==> src/rtl/ssc_master_if.sv <==
// Request/response handshake and SSC bus lines between the transaction source,
// the ssc_master and the downstream port mux.
interface ssc_master_if #(
    parameter int CMD_BITS  = 16,
    parameter int DATA_BITS = 32
);
    logic                 start;
    logic                 ready;
    logic [4:0]           port;
    logic                 write;
    logic [CMD_BITS-1:0]  cmd;
    logic [DATA_BITS-1:0] wrData;
    logic [DATA_BITS-1:0] rdData;
    logic                 done;
    logic                 err;
    logic [4:0]           sscPort;
    logic                 sscClk1;
    logic                 sscSync1;
    logic                 sscData1Out;
    logic                 sscData1In;

    modport master (
        input  start, port, write, cmd, wrData, sscData1In,
        output ready, rdData, done, err, sscPort, sscClk1, sscSync1, sscData1Out
    );

    modport slave (
        output start, port, write, cmd, wrData, sscData1In,
        input  ready, rdData, done, err, sscPort, sscClk1, sscSync1, sscData1Out
    );
endinterface

==> src/rtl/ssc_master.sv <==
// SSC bus master: selects a mux port, shifts a command word plus a write or
// read data word over sync/clk/data, and returns read data with a done pulse.
module ssc_master #(
    parameter int CLK_DIV   = 4,
    parameter int CMD_BITS  = 16,
    parameter int DATA_BITS = 32,
    parameter int SETUP_CYC = 2,
    parameter int NUM_PORTS = 25
) (
    input  logic         clk,
    input  logic         reset,
    ssc_master_if.master bus
);
    localparam int N  = CMD_BITS + DATA_BITS;
    localparam int BW = $clog2(N + 1);
    localparam int DW = (CLK_DIV > 1) ? $clog2(CLK_DIV) : 1;
    localparam int SW = $clog2(SETUP_CYC + 1);
    localparam logic [5:0] NP = 6'(NUM_PORTS);

    localparam logic [2:0] IDLE  = 3'd0;
    localparam logic [2:0] SETUP = 3'd1;
    localparam logic [2:0] SHIFT = 3'd2;
    localparam logic [2:0] HOLD  = 3'd3;
    localparam logic [2:0] DONE  = 3'd4;

    logic [2:0]           state;
    logic [BW-1:0]        bit_cnt;
    logic [DW-1:0]        div_cnt;
    logic [SW-1:0]        set_cnt;
    logic [N-1:0]         tx;
    logic [DATA_BITS-1:0] rx;
    logic                 wr_q;

    logic div_last, set_last, bit_last;
    assign div_last = (div_cnt == DW'(CLK_DIV - 1));
    assign set_last = (set_cnt == SW'(SETUP_CYC - 1));
    assign bit_last = (bit_cnt == BW'(N - 1));

    always_ff @(posedge clk) begin
        if (reset) begin
            state           <= IDLE;
            bit_cnt         <= '0;
            div_cnt         <= '0;
            set_cnt         <= '0;
            tx              <= '0;
            rx              <= '0;
            wr_q            <= 1'b0;
            bus.ready       <= 1'b1;
            bus.done        <= 1'b0;
            bus.err         <= 1'b0;
            bus.rdData      <= '0;
            bus.sscPort     <= '0;
            bus.sscClk1     <= 1'b1;
            bus.sscSync1    <= 1'b1;
            bus.sscData1Out <= 1'b0;
        end else begin
            bus.done <= 1'b0;
            bus.err  <= 1'b0;
            case (state)
                IDLE: begin
                    if (bus.start) begin
                        bus.ready <= 1'b0;
                        wr_q      <= bus.write;
                        tx        <= {bus.cmd, bus.write ? bus.wrData : {DATA_BITS{1'b0}}};
                        if ({1'b0, bus.port} < NP) begin
                            bus.sscPort <= bus.port;
                            set_cnt     <= '0;
                            state       <= SETUP;
                        end else begin
                            bus.done <= 1'b1;
                            bus.err  <= 1'b1;
                            state    <= DONE;
                        end
                    end
                end
                SETUP: begin
                    if (set_last) begin
                        state           <= SHIFT;
                        bus.sscSync1    <= 1'b0;
                        bus.sscClk1     <= 1'b0;
                        bus.sscData1Out <= tx[N-1];
                        tx              <= {tx[N-2:0], 1'b0};
                        div_cnt         <= '0;
                        bit_cnt         <= '0;
                    end else begin
                        set_cnt <= set_cnt + 1'b1;
                    end
                end
                SHIFT: begin
                    // Slave data is taken once per bit, in the first high-phase cycle.
                    if (bus.sscClk1 && div_cnt == '0 && !wr_q && bit_cnt >= BW'(CMD_BITS))
                        rx <= {rx[DATA_BITS-2:0], bus.sscData1In};
                    if (div_last) begin
                        div_cnt <= '0;
                        if (!bus.sscClk1) begin
                            bus.sscClk1 <= 1'b1;
                        end else if (bit_last) begin
                            state           <= HOLD;
                            bus.sscSync1    <= 1'b1;
                            bus.sscData1Out <= 1'b0;
                            set_cnt         <= '0;
                        end else begin
                            bus.sscClk1     <= 1'b0;
                            bit_cnt         <= bit_cnt + 1'b1;
                            bus.sscData1Out <= tx[N-1];
                            tx              <= {tx[N-2:0], 1'b0};
                        end
                    end else begin
                        div_cnt <= div_cnt + 1'b1;
                    end
                end
                HOLD: begin
                    if (set_last) begin
                        state    <= DONE;
                        bus.done <= 1'b1;
                        if (!wr_q)
                            bus.rdData <= rx;
                    end else begin
                        set_cnt <= set_cnt + 1'b1;
                    end
                end
                DONE: begin
                    state     <= IDLE;
                    bus.ready <= 1'b1;
                end
                default: begin
                    state     <= IDLE;
                    bus.ready <= 1'b1;
                end
            endcase
        end
    end
endmodule
==> src/flat_wrapper.sv <==
// flat-port wrapper written by rule: the top's interface ports become plain ports
module ssc_master_flat 
#(
    parameter int CLK_DIV   = 4,
    parameter int CMD_BITS  = 16,
    parameter int DATA_BITS = 32,
    parameter int SETUP_CYC = 2,
    parameter int NUM_PORTS = 25
)
  (clk, reset, bus_start, bus_port, bus_write, bus_cmd, bus_wrData, bus_sscData1In, bus_ready, bus_rdData, bus_done, bus_err, bus_sscPort, bus_sscClk1, bus_sscSync1, bus_sscData1Out);
  ssc_master_if #(.CMD_BITS(CMD_BITS), .DATA_BITS(DATA_BITS)) bus_i ();
  input  logic clk;
  input  logic reset;
  input wire logic [$bits(bus_i.start)-1:0] bus_start;
  input wire logic [$bits(bus_i.port)-1:0] bus_port;
  input wire logic [$bits(bus_i.write)-1:0] bus_write;
  input wire logic [$bits(bus_i.cmd)-1:0] bus_cmd;
  input wire logic [$bits(bus_i.wrData)-1:0] bus_wrData;
  input wire logic [$bits(bus_i.sscData1In)-1:0] bus_sscData1In;
  output wire logic [$bits(bus_i.ready)-1:0] bus_ready;
  output wire logic [$bits(bus_i.rdData)-1:0] bus_rdData;
  output wire logic [$bits(bus_i.done)-1:0] bus_done;
  output wire logic [$bits(bus_i.err)-1:0] bus_err;
  output wire logic [$bits(bus_i.sscPort)-1:0] bus_sscPort;
  output wire logic [$bits(bus_i.sscClk1)-1:0] bus_sscClk1;
  output wire logic [$bits(bus_i.sscSync1)-1:0] bus_sscSync1;
  output wire logic [$bits(bus_i.sscData1Out)-1:0] bus_sscData1Out;
  assign bus_i.start = bus_start;
  assign bus_i.port = bus_port;
  assign bus_i.write = bus_write;
  assign bus_i.cmd = bus_cmd;
  assign bus_i.wrData = bus_wrData;
  assign bus_i.sscData1In = bus_sscData1In;
  assign bus_ready = bus_i.ready;
  assign bus_rdData = bus_i.rdData;
  assign bus_done = bus_i.done;
  assign bus_err = bus_i.err;
  assign bus_sscPort = bus_i.sscPort;
  assign bus_sscClk1 = bus_i.sscClk1;
  assign bus_sscSync1 = bus_i.sscSync1;
  assign bus_sscData1Out = bus_i.sscData1Out;
  ssc_master #(.CLK_DIV(CLK_DIV), .CMD_BITS(CMD_BITS), .DATA_BITS(DATA_BITS), .SETUP_CYC(SETUP_CYC), .NUM_PORTS(NUM_PORTS)) u_core (.clk(clk), .reset(reset), .bus(bus_i));
endmodule
==> config.mk <==
export PLATFORM = sky130hd
export DESIGN_NAME = ssc_master_flat
export DESIGN_NICKNAME = d
export VERILOG_FILES = /design/src/rtl/ssc_master_if.sv /design/src/rtl/ssc_master.sv /design/src/flat_wrapper.sv
export SDC_FILE = /design/constraint.sdc
export NUM_CORES = 1
export LEC_CHECK = 0
export BUFFER_PORTS_ARGS = -buffer_cell sky130_fd_sc_hd__buf_2
export CORE_MARGIN = 4
export CORE_UTILIZATION = 60
export CTS_CLUSTER_SIZE = 12
export DETAILED_ROUTE_END_ITERATION = 10
export PLACE_DENSITY = 0.89
export RECOVER_POWER = 50
export SETUP_SLACK_MARGIN = 0.2
export SLEW_MARGIN = 10
export SYNTH_ARGS = -nofsm -noshare
export SYNTH_HDL_FRONTEND = slang
export SYNTH_SLANG_ARGS = --single-unit
==> constraint.sdc <==
create_clock -name clk -period 3.83 [get_ports clk]
set_input_delay 0 -clock clk [delete_from_list [all_inputs] [get_ports clk]]
set_output_delay 0 -clock clk [all_outputs]
set_load 0.03 [all_outputs]
==> impl_metrics.prom, run 1 <==
# TYPE chip_impl_metric gauge
chip_impl_metric{name="finalWeightedCongestion",unit=""} 0.827
chip_impl_metric{name="post-cts-setup-buffer-count",unit=""} 0
chip_impl_metric{name="routed_wire_length_per_instance",unit="um"} 16.0
chip_impl_info{name="hp-class",value="in -> reg"} 1
chip_impl_metric{name="worst_skew_pair.late_latency",unit="ns"} 0.52
chip_impl_info{name="critPathLaunchType",value="register"} 1
chip_impl_metric{name="die_y",unit="um"} 111
chip_impl_metric{name="vias_in_the_first_global_route",unit=""} 5888
chip_impl_metric{name="share_of_power_burned_in_combinational_logic",unit="%"} 12.3
chip_impl_metric{name="post-route-drc-count",unit=""} 0
chip_impl_metric{name="crit_path_max_incr_delay",unit="ns"} 0.85
chip_impl_metric{name="synth_enable_flop_cells",unit=""} 0
chip_impl_metric{name="power_leakage",unit="nW"} 2.92
chip_impl_metric{name="stdcell_area",unit="sq um"} 7900
chip_impl_info{name="timing_worst_setup_path_type",value="reg -> reg"} 1
chip_impl_metric{name="p_sw_share",unit="%"} 27.1
chip_impl_info{name="critPathSlowestCell",value="dfxtp_1"} 1
chip_impl_metric{name="clk_path_buf_depth",unit=""} 2
chip_impl_metric{name="postRouteWirelength",unit="mm"} 16.3
chip_impl_metric{name="placementRows",unit=""} 37
chip_impl_info{name="end_kind",value="register"} 1
chip_impl_info{name="cts.root.buffer_cell",value="clkbuf_8"} 1
chip_impl_metric{name="fin_setup_tns",unit="ns"} 0
chip_impl_info{name="worst_r2r_startpoint",value="u_core.state[1]"} 1
chip_impl_metric{name="max-slew-margin-rel",unit="%"} 19.7
chip_impl_metric{name="clock.fmax",unit="GHz"} 0.363
chip_impl_metric{name="number_of_hold_violations_in_the_final_report",unit=""} 0
chip_impl_metric{name="grt_max_degree",unit=""} 125
chip_impl_metric{name="avgViaCountPerCell",unit=""} 5.84
chip_impl_metric{name="total_switching_power",unit="mW"} 0.954
chip_impl_metric{name="wire_length_of_the_first_global_routing_pass",unit="mm"} 26.9
chip_impl_metric{name="cts_num_sinks",unit=""} 137
chip_impl_metric{name="drt_first_iter_violations",unit=""} 409
chip_impl_metric{name="design.final.nets",unit=""} 932
chip_impl_metric{name="synth-seq-cells",unit=""} 137
chip_impl_info{name="timing.hold.worst.start",value="bus_wrData[8]"} 1
chip_impl_metric{name="synth.distinct_cells",unit=""} 50
chip_impl_metric{name="synth_area",unit="sq um"} 6410
chip_impl_info{name="run_status",value="completed"} 1
chip_impl_info{name="crit_path_start",value="u_core.state[1]"} 1
chip_impl_metric{name="timing.critical_path.fanout_max",unit=""} 48
chip_impl_metric{name="maxSlewViolCount",unit=""} 0
chip_impl_metric{name="fp.dieW",unit="um"} 111
chip_impl_metric{name="synth_fp_nets",unit=""} 823
chip_impl_metric{name="worst-endpoint-required",unit="ns"} 4.24
chip_impl_metric{name="area_growth_syn_to_layout",unit="%"} 23.2
chip_impl_metric{name="pwr_density_cell",unit="nW/um^2"} 445
chip_impl_metric{name="drtPass1Iterations",unit=""} 6
chip_impl_metric{name="grt_use_met3",unit="%"} 5.65
chip_impl_metric{name="critical_path_arrival",unit="ns"} 3.16
chip_impl_metric{name="place_hpwl",unit="mm"} 9.07
chip_impl_metric{name="antenna_violations_before_repair",unit=""} 1
chip_impl_metric{name="seqPwrFrac",unit="%"} 43.1
chip_impl_metric{name="floorplan.initialDensity",unit="%"} 61.8
chip_impl_metric{name="ant_nets",unit=""} 0
chip_impl_info{name="most_frequently_used_flop_master_after_synthesis",value="dfxtp_1"} 1
chip_impl_info{name="critical_path.cell_chain",value="and4bb_4, or2_4, a21oi_4, buf_4, mux2_2"} 1
chip_impl_metric{name="power_report.internal_total",unit="mW"} 2.56
chip_impl_metric{name="cts-buffers-inserted",unit=""} 17
chip_impl_metric{name="layout.filler_cells",unit=""} 709
chip_impl_metric{name="design.die.area",unit="sq um"} 12400
chip_impl_metric{name="cts-htree-levels",unit=""} 4
chip_impl_info{name="global_route.peak_usage_layer",value="met2"} 1
chip_impl_metric{name="power.clock.fraction",unit="%"} 44.6
chip_impl_metric{name="worst_pin_slew",unit="ns"} 1.20
chip_impl_metric{name="postSynthCellCount",unit=""} 761
chip_impl_metric{name="setup-violations-final",unit=""} 0
chip_impl_metric{name="post_cts_resize_count",unit=""} 0
chip_impl_metric{name="overall_fraction_of_global_route_tracks_in_use",unit="%"} 25.8
chip_impl_metric{name="groute.layer.met2.usage",unit="%"} 43.9
chip_impl_metric{name="share_of_the_yosys_chip_area_belonging_to_registers",unit="%"} 42.8
chip_impl_info{name="setup_repair_after_global_routing_missed_its_margin",value="no"} 1
chip_impl_metric{name="coreArea",unit="sq um"} 10400
chip_impl_metric{name="regToRegSetupSlack",unit="ns"} 1.08
chip_impl_metric{name="clock-skew-final",unit="ns"} 0.00971
chip_impl_metric{name="cts-hold-fix-buffers",unit=""} 53
chip_impl_metric{name="groute.layer.met1.usage",unit="%"} 30.2
chip_impl_info{name="crit_end",value="u_core.tx[26]"} 1
chip_impl_metric{name="async_flop_share",unit="%"} 0
chip_impl_metric{name="dr_total_vias",unit=""} 5953
chip_impl_metric{name="ff2ff_path_depth",unit=""} 5
chip_impl_metric{name="io_pins",unit=""} 101
chip_impl_metric{name="peak_supply_drop",unit="V"} 0.000238
chip_impl_metric{name="yosysWarnings",unit=""} 0
chip_impl_metric{name="share_of_post_route_cells_with_drive_strength_above_1",unit="%"} 16.5
chip_impl_metric{name="gr-total-overflow",unit=""} 0
chip_impl_info{name="cts_tree",value="done"} 1
chip_impl_metric{name="time_the_worst_path_needs_with_i_o_delays_and_setup",unit="ns"} 2.75
chip_impl_metric{name="max-cap-violations",unit=""} 0
chip_impl_metric{name="finalCritPeriodShare",unit="%"} 71.9
chip_impl_info{name="worst_r2r_dst",value="u_core.tx[26]"} 1
chip_impl_metric{name="postPlaceCellArea",unit="sq um"} 6860
chip_impl_metric{name="post_synth.cell_area_avg",unit="sq um"} 8.43
chip_impl_metric{name="clk_pin_slew",unit="ns"} 0.06
chip_impl_metric{name="placement.io_buffers",unit=""} 100
==> Yosys cell counts, types with 2 or more instances <==
| master | count | area [sq um] |
|---|---|---|
| nand3_1 | 52 | 260 |
| buf_4 | 3 | 22.5 |
| nor2_1 | 18 | 67.6 |
| mux2_1 | 8 | 90.1 |
| mux2_2 | 20 | 225 |
| or3_1 | 5 | 31.3 |
| a41o_1 | 2 | 20.0 |
| o211ai_1 | 32 | 240 |
| a211o_1 | 2 | 17.5 |
| mux2_4 | 19 | 285 |
| o21ai_0 | 23 | 115 |
| a211oi_2 | 2 | 25.0 |
| a211oi_1 | 3 | 22.5 |
| clkbuf_1 | 46 | 173 |
| nand2b_1 | 10 | 62.6 |
| buf_8 | 2 | 30.0 |
| xor2_1 | 2 | 17.5 |
| a21oi_1 | 117 | 586 |
| nor3b_1 | 3 | 22.5 |
| a311oi_1 | 2 | 17.5 |
| o21bai_1 | 2 | 15.0 |
| or4b_1 | 2 | 20.0 |
| buf_1 | 5 | 18.8 |
| ha_1 | 4 | 50.1 |
| inv_1 | 8 | 30.0 |
| mux2i_1 | 9 | 90.1 |
| buf_2 | 14 | 70.1 |
| nor3_1 | 4 | 20.0 |
| nor2b_1 | 47 | 294 |
| nand2_1 | 137 | 514 |
| dfxtp_1 | 137 | 2740 |
| and3_1 | 3 | 18.8 |
==> power by group through the flow <==
stage | Combinational [mW] | Clock, mW | Sequential [mW]
after floorplan | 0.304 | 0 | 1.54
after global routing | 0.467 | 1.65 | 1.52
final | 0.432 | 1.57 | 1.52
after detailed placement | 0.381 | 0 | 1.54
after global placement | 0.366 | 0 | 1.54
after CTS | 0.425 | 1.58 | 1.51
==> cells by family (layout without fill, tap and decap cells) <==
family          after synthesis  in the layout  share of synthesized area [%]
compound gates              192            192                           17.5
xor+xnor                      3              3                          0.410
fa+ha+maj                     4              4                          0.781
buf+inv                      79            201                           5.54
flops                       137            137                           42.8
mux                          56             56                           10.8
other cells                   0              1                              0
simple gates                290            290                           22.2
==> through the flow <==
step | worst slack, ns | power (mW) | hold slack (ns) | utilization, % | std cells
detailed placement | 1.14 | 1.92 | 0.261 | 66.2 | 934
CTS | 1.12 | 3.52 | 0.0133 | 76.8 | 1019
floorplan | 1.85 | 1.84 | 0.136 | - | 761
finish | 1.08 | 3.52 | 0.0278 | 76.2 | 1020
global placement | 1.22 | 1.91 | 0.241 | 66.2 | 934
global route | 0.965 | 3.64 | 0.0398 | 76.2 | 1020
==> cell type report <==
type | instances | area, sq um | area share, %
clock inverter | 15 | 154 | 1.95
timing repair buffer | 161 | 1040 | 13.2
antenna | 1 | 2.50 | 0.0317
inverter | 8 | 30.0 | 0.380
clock buffer | 17 | 414 | 5.24
sequential | 137 | 2740 | 34.7
multi-input combinational | 545 | 3340 | 42.3
tap | 136 | 170 | 2.15
==> registers in the layout, indices dropped and copies added (netlist names) <==
name	flops
u_core.div_cnt	2
u_core.bus.sscSync1	1
u_core.bus.ready	1
u_core.state	3
u_core.bus.sscPort	5
u_core.bit_cnt	6
u_core.bus.err	1
u_core.set_cnt	2
u_core.rx	32
u_core.bus.rdData	32
u_core.tx	48
u_core.wr_q	1
u_core.bus.done	1
u_core.bus.sscData1Out	1
u_core.bus.sscClk1	1
==> per-layer routing <==
layer  share of wire, %  up-vias  wire (um)
met4                4.1        0        664
met2                 50      253       8120
met3                6.1       68        995
met1                 40     2787       6490
met5                  0        -          0
li1                   -     2845          -
==> cells in the final DEF, fill, tap and decap left out, drive strengths merged, types with 3 or more instances in the layout <==
cell	instances
nand2	137
dfxtp	137
a21oi	118
buf	65
clkbuf	60
dlygate4sd3	53
nand3	52
nor2b	47
mux2	47
o211ai	32
o21ai	23
nor2	18
inv	18
nand2b	10
mux2i	9
or3	5
a211oi	5
nor3b	4
ha	4
nor3	4
and3	3
==> worst min-delay path by stage <==
stage / endpoint / slack [ns] / cells after the start
after CTS: u_core.tx[8] / 0.01 / 4
after global placement: u_core.bus.sscPort[2] / 0.24 / 3
final: u_core.tx[8] / 0.03 / 4
after floorplan: u_core.rx[0] / 0.14 / 2
after global routing: u_core.tx[8] / 0.04 / 4
after detailed placement: u_core.rx[0] / 0.26 / 3
==> worst max-delay path, delay by kind of cell (launching register included) <==
kind	cells	cell delay [ns]
and+or+nand+nor	2	0.64
buffers and inverters	1	0.60
DFF	1	0.85
AOI/OAI and AO/OA	1	0.11
muxes	1	0.41
Power figures use the tool's default switching activity.
==> run 2: changes to the inputs <==
--- a/config.mk
+++ b/config.mk
@@ -5,12 +5,13 @@
 export SDC_FILE = /design/constraint.sdc
 export NUM_CORES = 1
 export LEC_CHECK = 0
+export ABC_AREA = 1
 export BUFFER_PORTS_ARGS = -buffer_cell sky130_fd_sc_hd__buf_2
 export CORE_MARGIN = 4
-export CORE_UTILIZATION = 60
+export CORE_UTILIZATION = 51
 export CTS_CLUSTER_SIZE = 12
 export DETAILED_ROUTE_END_ITERATION = 10
-export PLACE_DENSITY = 0.89
+export PLACE_DENSITY = 0.81
 export RECOVER_POWER = 50
 export SETUP_SLACK_MARGIN = 0.2
 export SLEW_MARGIN = 10
==> constraint.sdc (replaced) <==
create_clock -name clk -period 2.4 [get_ports clk]
set_input_delay 0 -clock clk [delete_from_list [all_inputs] [get_ports clk]]
set_output_delay 0 -clock clk [all_outputs]
set_load 0.03 [all_outputs]
==> impl_metrics.prom, run 2 <==
# TYPE chip_impl_metric gauge
chip_impl_metric{name="pwr_density_cell",unit="nW/um^2"} 1200
chip_impl_metric{name="post_synth.cell_area_avg",unit="sq um"} 6.38
chip_impl_metric{name="dr_total_vias",unit=""} 6084
chip_impl_metric{name="gr-total-overflow",unit=""} 0
chip_impl_metric{name="max-slew-margin-rel",unit="%"} 45.2
chip_impl_metric{name="antenna_cells",unit=""} 0
chip_impl_info{name="setup_repair_after_global_routing_missed_its_margin",value="no"} 1
chip_impl_metric{name="share_of_the_yosys_chip_area_belonging_to_registers",unit="%"} 43.1
chip_impl_metric{name="max-cap-violations",unit=""} 0
chip_impl_metric{name="design.final.nets",unit=""} 1149
chip_impl_metric{name="crit_path_max_incr_delay",unit="ns"} 0.74
chip_impl_metric{name="async_flop_share",unit="%"} 0
chip_impl_info{name="cts_tree",value="done"} 1
chip_impl_info{name="cts.root.buffer_cell",value="clkbuf_16"} 1
chip_impl_metric{name="peak_supply_drop",unit="V"} 0.000536
chip_impl_metric{name="cts-buffers-inserted",unit=""} 17
chip_impl_metric{name="synth_area",unit="sq um"} 6370
chip_impl_metric{name="place_inst",unit=""} 1221
chip_impl_metric{name="final_cell_count_no_fill",unit=""} 1268
chip_impl_metric{name="maxSlewViolCount",unit=""} 0
chip_impl_metric{name="layout.core_utilization",unit="%"} 63.8
chip_impl_metric{name="post-route-drc-count",unit=""} 0
chip_impl_metric{name="postSynthCellCount",unit=""} 998
chip_impl_metric{name="wire_length_of_the_first_global_routing_pass",unit="mm"} 24.4
chip_impl_metric{name="design.die.area",unit="sq um"} 14300
chip_impl_metric{name="worst-endpoint-required",unit="ns"} 2.69
chip_impl_metric{name="worst_skew_pair.late_latency",unit="ns"} 0.41
chip_impl_metric{name="fp.dieW",unit="um"} 120
chip_impl_info{name="cp_top_family",value="buffers and inverters"} 1
chip_impl_metric{name="synth_enable_flop_cells",unit=""} 0
chip_impl_metric{name="floorplan.initialDensity",unit="%"} 52.6
chip_impl_metric{name="critical_path.n_buffers_inverters",unit=""} 4
chip_impl_metric{name="timing.critical_path.fanout_max",unit=""} 62
chip_impl_metric{name="clk_path_buf_depth",unit=""} 2
chip_impl_info{name="max_flop_register",value="u_core.tx"} 1
chip_impl_metric{name="antenna_violations_before_repair",unit=""} 0
chip_impl_metric{name="cts-htree-levels",unit=""} 4
chip_impl_metric{name="time_the_worst_path_needs_with_i_o_delays_and_setup",unit="ns"} 2.02
chip_impl_metric{name="clk_pin_slew",unit="ns"} 0.06
chip_impl_metric{name="largest_reg_flops",unit=""} 48
chip_impl_metric{name="finalWeightedCongestion",unit=""} 0.824
chip_impl_metric{name="synth_fp_nets",unit=""} 1060
chip_impl_metric{name="setup-violations-final",unit=""} 0
chip_impl_info{name="largest_regs",value="u_core.tx (48), u_core.bus.rdData (32), u_core.rx (32)"} 1
chip_impl_metric{name="share_of_post_route_cells_with_drive_strength_above_1",unit="%"} 10.7
chip_impl_info{name="critPathLaunchType",value="input pin"} 1
chip_impl_metric{name="placement.io_buffers",unit=""} 100
chip_impl_metric{name="area_growth_syn_to_layout",unit="%"} 21.3
chip_impl_info{name="mostFrequentLayoutCell",value="nand2_1"} 1
chip_impl_metric{name="clock.fmax",unit="GHz"} 0.496
chip_impl_metric{name="fin_setup_tns",unit="ns"} 0
chip_impl_metric{name="power_leakage",unit="nW"} 3.63
chip_impl_metric{name="die_y",unit="um"} 120
chip_impl_metric{name="placementRows",unit=""} 40
chip_impl_metric{name="overall_fraction_of_global_route_tracks_in_use",unit="%"} 20.6
chip_impl_metric{name="cts-hold-fix-buffers",unit=""} 15
chip_impl_metric{name="vias_in_the_first_global_route",unit=""} 5456
chip_impl_metric{name="synth.distinct_cells",unit=""} 29
chip_impl_metric{name="drt_first_iter_violations",unit=""} 483
chip_impl_info{name="most_frequently_used_flop_master_after_synthesis",value="dfxtp_1"} 1
chip_impl_metric{name="number_of_hold_violations_in_the_final_report",unit=""} 0
chip_impl_metric{name="drtPass1Iterations",unit=""} 5
chip_impl_metric{name="clock-skew-final",unit="ns"} 0.00672
chip_impl_metric{name="coreArea",unit="sq um"} 12100
chip_impl_metric{name="postRouteWirelength",unit="mm"} 14.4
chip_impl_info{name="timing_worst_setup_path_type",value="in -> reg"} 1
chip_impl_metric{name="synth_top_cell_area_share",unit="%"} 43.1
chip_impl_info{name="yosys.cell_count.top_type",value="nand2_1"} 1
chip_impl_info{name="hp-class",value="in -> reg"} 1
chip_impl_metric{name="cts_num_sinks",unit=""} 137
chip_impl_metric{name="worst_pin_slew",unit="ns"} 0.818
chip_impl_info{name="layout_common_cells",value="nand2_1 (315), nor2_1 (197), dfxtp_1 (137), inv_1 (98), nand3_1 (76)"} 1
chip_impl_info{name="netlist_top_cells_count",value="nand2_1 (315), nor2_1 (199), dfxtp_1 (137)"} 1
chip_impl_metric{name="io_pins",unit=""} 101
chip_impl_info{name="synth.largest_area_cell",value="dfxtp_1"} 1
chip_impl_metric{name="place_hpwl",unit="mm"} 8.69
chip_impl_info{name="synthTopCellsByArea",value="dfxtp_1 (43%), nand2_1 (19%), nor2_1 (12%)"} 1
chip_impl_metric{name="grt_max_degree",unit=""} 65
chip_impl_metric{name="post_cts_resize_count",unit=""} 0
chip_impl_metric{name="post-cts-setup-buffer-count",unit=""} 0
chip_impl_metric{name="ant_nets",unit=""} 0
chip_impl_info{name="end_kind",value="register"} 1
chip_impl_metric{name="synth-seq-cells",unit=""} 137
chip_impl_info{name="run_status",value="completed"} 1
chip_impl_info{name="critical_path.cell_chain",value="dlygate4sd3_1, buf_2, clkinvlp_2, buf_6, o21ai_0, a21oi_1"} 1
chip_impl_metric{name="layout.filler_cells",unit=""} 1121
chip_impl_info{name="critPathSlowestCell",value="clkinvlp_2"} 1
chip_impl_metric{name="avgViaCountPerCell",unit=""} 4.80
chip_impl_metric{name="critical_path_arrival",unit="ns"} 2.31
chip_impl_metric{name="finalCritPeriodShare",unit="%"} 84.0
chip_impl_metric{name="routed_wire_length_per_instance",unit="um"} 11.3
chip_impl_metric{name="yosysWarnings",unit=""} 0
run 2: cell types whose count changed in the layout (fill, tap and decap cells not counted), sizes merged, moves of 47 or more:
cell | before | now
mux2 | 47 | 0
nand2 | 137 | 319
inv | 18 | 103
nor2 | 18 | 204
nor2b | 47 | 0
a21oi | 118 | 45
run 2: through the flow:
step / hold slack, ns / cell area, sq um / power [mW] / worst slack (ns)
after CTS: 0.000915 / 7790 / 9.37 / 0.562
after floorplan: 0.0785 / 6370 / 5.80 / 0.813
after global routing: 0.0412 / 7720 / 10.1 / 0.192
after global placement: 0.253 / 6990 / 6.46 / 0.644
final: 0.0106 / 7720 / 9.29 / 0.383
after detailed placement: 0.259 / 6990 / 6.53 / 0.606
run 2: layer usage:
layer	wire length [um]	vias up	global-route usage [%]
li1	-	3212	-
met1	6560	2699	25.9
met2	6690	150	33.8
met3	824	23	4.71
met4	276	0	8.88
met5	0	-	0
run 2: worst min-delay path, stage by stage:
cell and delay (ns):
buf_2 0.07, nand2_1 0.05, nand2_1 0.06, nand2_1 0.04
nand3_1 0.05, nand2_1 0.04, nor2_1 0.07
run 2: area by class of cell:
class                   count  area [sq um]  area share (%)
clock buffers              27           543            7.03
repair buffers            126           758            9.82
well taps                 168           210            2.72
inverters                 104           392            5.07
flip-flops and latches    137          2740            35.5
multi-input cells         701          2970            38.5
clock inverters             5           104            1.34
run 2: kinds of logic (layout without fill, tap and decap cells):
logic type / after synthesis / after routing / share of synthesized area (%)
AOI/OAI and AO/OA: 91 / 91 / 7.53
and+or+nand+nor: 603 / 603 / 37.8
adders and majority gates: 4 / 4 / 0.786
DFF: 137 / 137 / 43.1
buffers and inverters: 160 / 262 / 10.4
xor gates and xnor gates: 3 / 3 / 0.413
run 2: final timing paths:
check,slack (ns),startpoint,to,cells after the start
worst max-delay path,0.38,reset,u_core.bus.rdData[11],6
worst min-delay path,0.01,bus_wrData[22],u_core.tx[22],7
worst max register to register,0.49,u_core.state[2],u_core.tx[4],9
worst min register to register,0.47,u_core.rx[7],u_core.bus.rdData[7],2
run 2: report_power, final:
part	total (mW)	leakage, nW	switching (mW)	internal, mW
Combinational	3.59	2.19	2.38	1.22
Clock	2.78	0.320	0.924	1.86
Sequential	2.91	1.12	0.219	2.69
Total	9.29	3.63	3.52	5.77
==> run 3: changes to the inputs <==
--- a/config.mk
+++ b/config.mk
@@ -8,10 +8,10 @@
 export ABC_AREA = 1
 export BUFFER_PORTS_ARGS = -buffer_cell sky130_fd_sc_hd__buf_2
 export CORE_MARGIN = 4
-export CORE_UTILIZATION = 51
+export CORE_UTILIZATION = 57
 export CTS_CLUSTER_SIZE = 12
 export DETAILED_ROUTE_END_ITERATION = 10
-export PLACE_DENSITY = 0.81
+export PLACE_DENSITY = 0.85
 export RECOVER_POWER = 50
 export SETUP_SLACK_MARGIN = 0.2
 export SLEW_MARGIN = 10
==> constraint.sdc (replaced) <==
create_clock -name clk -period 2.1 [get_ports clk]
set_input_delay 0 -clock clk [delete_from_list [all_inputs] [get_ports clk]]
set_output_delay 0 -clock clk [all_outputs]
set_load 0.03 [all_outputs]
==> impl_metrics.prom, run 3 (synthesis results as in run 2) <==
# TYPE chip_impl_metric gauge
chip_impl_info{name="run_status",value="completed"} 1
chip_impl_metric{name="cts-htree-levels",unit=""} 4
chip_impl_metric{name="place_inst",unit=""} 1200
chip_impl_metric{name="total_switching_power",unit="mW"} 4.70
chip_impl_metric{name="fp.dieW",unit="um"} 114
chip_impl_info{name="max_flop_register",value="u_core.tx"} 1
chip_impl_metric{name="peak_supply_drop",unit="V"} 0.000833
chip_impl_metric{name="placementRows",unit=""} 38
chip_impl_info{name="layout_common_cells",value="nand2_1 (315), nor2_1 (196), dfxtp_1 (136), inv_1 (100), nand3_1 (75)"} 1
chip_impl_metric{name="drt_first_iter_violations",unit=""} 539
chip_impl_info{name="hp-class",value="in -> reg"} 1
chip_impl_info{name="end_kind",value="register"} 1
chip_impl_metric{name="final_cell_count_no_fill",unit=""} 1297
chip_impl_metric{name="design.final.nets",unit=""} 1206
chip_impl_metric{name="groute.layer.met1.usage",unit="%"} 31.4
chip_impl_metric{name="wire_length_of_the_first_global_routing_pass",unit="mm"} 27.0
chip_impl_metric{name="die_y",unit="um"} 114
chip_impl_metric{name="multiInputGateArea",unit="sq um"} 3030
chip_impl_metric{name="share_of_power_burned_in_combinational_logic",unit="%"} 44.1
chip_impl_metric{name="grt_use_met3",unit="%"} 4.99
chip_impl_metric{name="setup-violations-final",unit=""} 0
chip_impl_info{name="mostFrequentLayoutCell",value="nand2_1"} 1
chip_impl_metric{name="time_the_worst_path_needs_with_i_o_delays_and_setup",unit="ns"} 1.81
chip_impl_metric{name="max-cap-violations",unit=""} 0
chip_impl_metric{name="critical_path_arrival",unit="ns"} 2.24
chip_impl_metric{name="place_hpwl",unit="mm"} 8.83
chip_impl_metric{name="io_pins",unit=""} 101
chip_impl_metric{name="overall_fraction_of_global_route_tracks_in_use",unit="%"} 25.2
chip_impl_metric{name="avgViaCountPerCell",unit=""} 5.11
chip_impl_metric{name="placement.io_buffers",unit=""} 100
chip_impl_metric{name="finalCritPeriodShare",unit="%"} 86.4
chip_impl_metric{name="number_of_hold_violations_in_the_final_report",unit=""} 0
chip_impl_metric{name="power.clock.fraction",unit="%"} 26.4
chip_impl_info{name="timing_worst_setup_path_type",value="reg -> reg"} 1
chip_impl_metric{name="drtPass1Iterations",unit=""} 5
chip_impl_metric{name="power_leakage",unit="nW"} 3.88
chip_impl_metric{name="largest_reg_flops",unit=""} 48
chip_impl_metric{name="finalWeightedCongestion",unit=""} 0.810
chip_impl_metric{name="postPlaceCellArea",unit="sq um"} 7000
chip_impl_metric{name="stdcell_area",unit="sq um"} 8260
chip_impl_info{name="critPathLaunchType",value="register"} 1
chip_impl_metric{name="layout.filler_cells",unit=""} 760
chip_impl_metric{name="routed_wire_length_per_instance",unit="um"} 13.1
chip_impl_metric{name="clk_path_buf_depth",unit=""} 2
chip_impl_metric{name="postRouteWirelength",unit="mm"} 17.0
chip_impl_metric{name="worst_pin_slew",unit="ns"} 0.574
chip_impl_metric{name="coreArea",unit="sq um"} 10900
chip_impl_metric{name="pwr_density_cell",unit="nW/um^2"} 1370
chip_impl_info{name="global_route.peak_usage_layer",value="met2"} 1
chip_impl_info{name="setup_repair_after_global_routing_missed_its_margin",value="no"} 1
chip_impl_metric{name="floorplan.initialDensity",unit="%"} 58.5
chip_impl_metric{name="design.die.area",unit="sq um"} 12900
chip_impl_metric{name="timing.critical_path.fanout_max",unit=""} 24
chip_impl_metric{name="worst-endpoint-required",unit="ns"} 2.52
chip_impl_metric{name="area_growth_syn_to_layout",unit="%"} 29.8
chip_impl_info{name="worst_r2r_startpoint",value="u_core.state[2]"} 1
chip_impl_metric{name="p_sw_share",unit="%"} 41.4
chip_impl_metric{name="max-slew-margin-rel",unit="%"} 61.7
chip_impl_info{name="cts_tree",value="done"} 1
chip_impl_metric{name="antenna_violations_before_repair",unit=""} 0
chip_impl_metric{name="clock.fmax",unit="GHz"} 0.551
chip_impl_metric{name="gr-total-overflow",unit=""} 0
chip_impl_metric{name="cts-buffers-inserted",unit=""} 17
chip_impl_metric{name="share_of_post_route_cells_with_drive_strength_above_1",unit="%"} 11.9
chip_impl_info{name="cts.root.buffer_cell",value="clkbuf_8"} 1
chip_impl_metric{name="layout.area.seq",unit="sq um"} 2740
chip_impl_info{name="timing.hold.worst.start",value="bus_wrData[30]"} 1
chip_impl_info{name="crit_path_start",value="u_core.state[2]"} 1
chip_impl_metric{name="clk_pin_slew",unit="ns"} 0.07
chip_impl_metric{name="worst_hold_slack",unit="ns"} 0.0390
chip_impl_metric{name="worst_skew_pair.late_latency",unit="ns"} 0.52
chip_impl_metric{name="power_report.internal_total",unit="mW"} 6.63
chip_impl_metric{name="ant_nets",unit=""} 0
chip_impl_metric{name="clock-skew-final",unit="ns"} 0.00845
chip_impl_metric{name="groute.layer.met2.usage",unit="%"} 41.9
chip_impl_info{name="largest_regs",value="u_core.tx (48), u_core.bus.rdData (32), u_core.rx (32)"} 1
chip_impl_metric{name="cts_num_sinks",unit=""} 137
chip_impl_metric{name="dr_total_vias",unit=""} 6623
chip_impl_metric{name="maxSlewViolCount",unit=""} 0
chip_impl_metric{name="antenna_cells",unit=""} 0
chip_impl_metric{name="grt_max_degree",unit=""} 65
chip_impl_metric{name="vias_in_the_first_global_route",unit=""} 6025
chip_impl_metric{name="post-route-drc-count",unit=""} 0
chip_impl_metric{name="seqPwrFrac",unit="%"} 29.5
==> run 3: changes by cell type in the layout (fill, tap and decap cells not counted), sizes merged <==
cell,delta
inv,+9
nor2,+3
clkinvlp,+1
clkbuf,-9
buf,+13
dlygate4sd3,+40
clkinv,+1
bufinv,-1
==> run 3: stage by stage <==
stage | total power, mW | TNS (ns) | setup slack (ns) | utilization [%]
2_1_floorplan | 6.63 | 0 | 0.513 | -
3_3_place_gp | 7.38 | 0 | 0.110 | 64.3
3_5_place_dp | 7.47 | -0.00124 | -0.00124 | 64.3
4_1_cts | 10.7 | 0 | 0.115 | 74.9
5_1_grt | 12.1 | 0 | 0.126 | 75.9
6_report | 11.3 | 0 | 0.286 | 75.9
==> run 3: cell type report <==
class | instances | share of cell area [%]
Clock inverter | 15 | 2.18
Timing Repair Buffer | 180 | 16.1
Tap cell | 140 | 2.12
Sequential cell | 137 | 33.2
Inverter | 104 | 4.77
Multi-Input combinational cell | 704 | 36.7
Clock buffer | 17 | 5.01
==> run 3: worst max-delay path, stage by stage, from the launching register on <==
cell,delay [ns]
dfxtp_1,0.44
inv_1,0.15
nand2_2,0.10
nor2_4,0.07
nand2_2,0.12
buf_4,0.14
inv_2,0.04
nor2_4,0.16
buf_12,0.19
nand3_1,0.14
nand2_1,0.11
nor2_1,0.04
==> run 3: worst paths after layout <==
| check | to | slack (ns) | cells past startpoint |
|---|---|---|---|
| setup / recovery | u_core.tx[15] | 0.29 | 11 |
| hold / removal | u_core.tx[30] | 0.04 | 7 |
| setup reg to reg | u_core.tx[15] | 0.29 | 11 |
| hold reg to reg | u_core.bus.rdData[31] | 0.47 | 2 |
==> run 3: per-layer routing <==
metal	vias to the layer above	share of wire [%]
li1	3338	-
met5	-	0
met2	320	48
met4	0	4.0
met1	2895	41
met3	70	7.3
==> run 3: what timing repair did <==
item,CTS,global route
setup buffers,0,6
endpoints found under the setup margin,53,56
resized for setup,2,12
endpoints found under the hold margin,66,0
hold buffers,55,0
gates cloned,1,3
pin swaps,1,6
==> run 3: power groups by stage <==
stage	Combinational (mW)	Clock [mW]	Sequential (mW)
2_1_floorplan	3.15	0	3.48
4_1_cts	4.34	3.03	3.31
5_1_grt	5.57	3.14	3.39
3_3_place_gp	4.03	0	3.35
6_report	4.99	3.00	3.34
3_5_place_dp	4.11	0	3.36
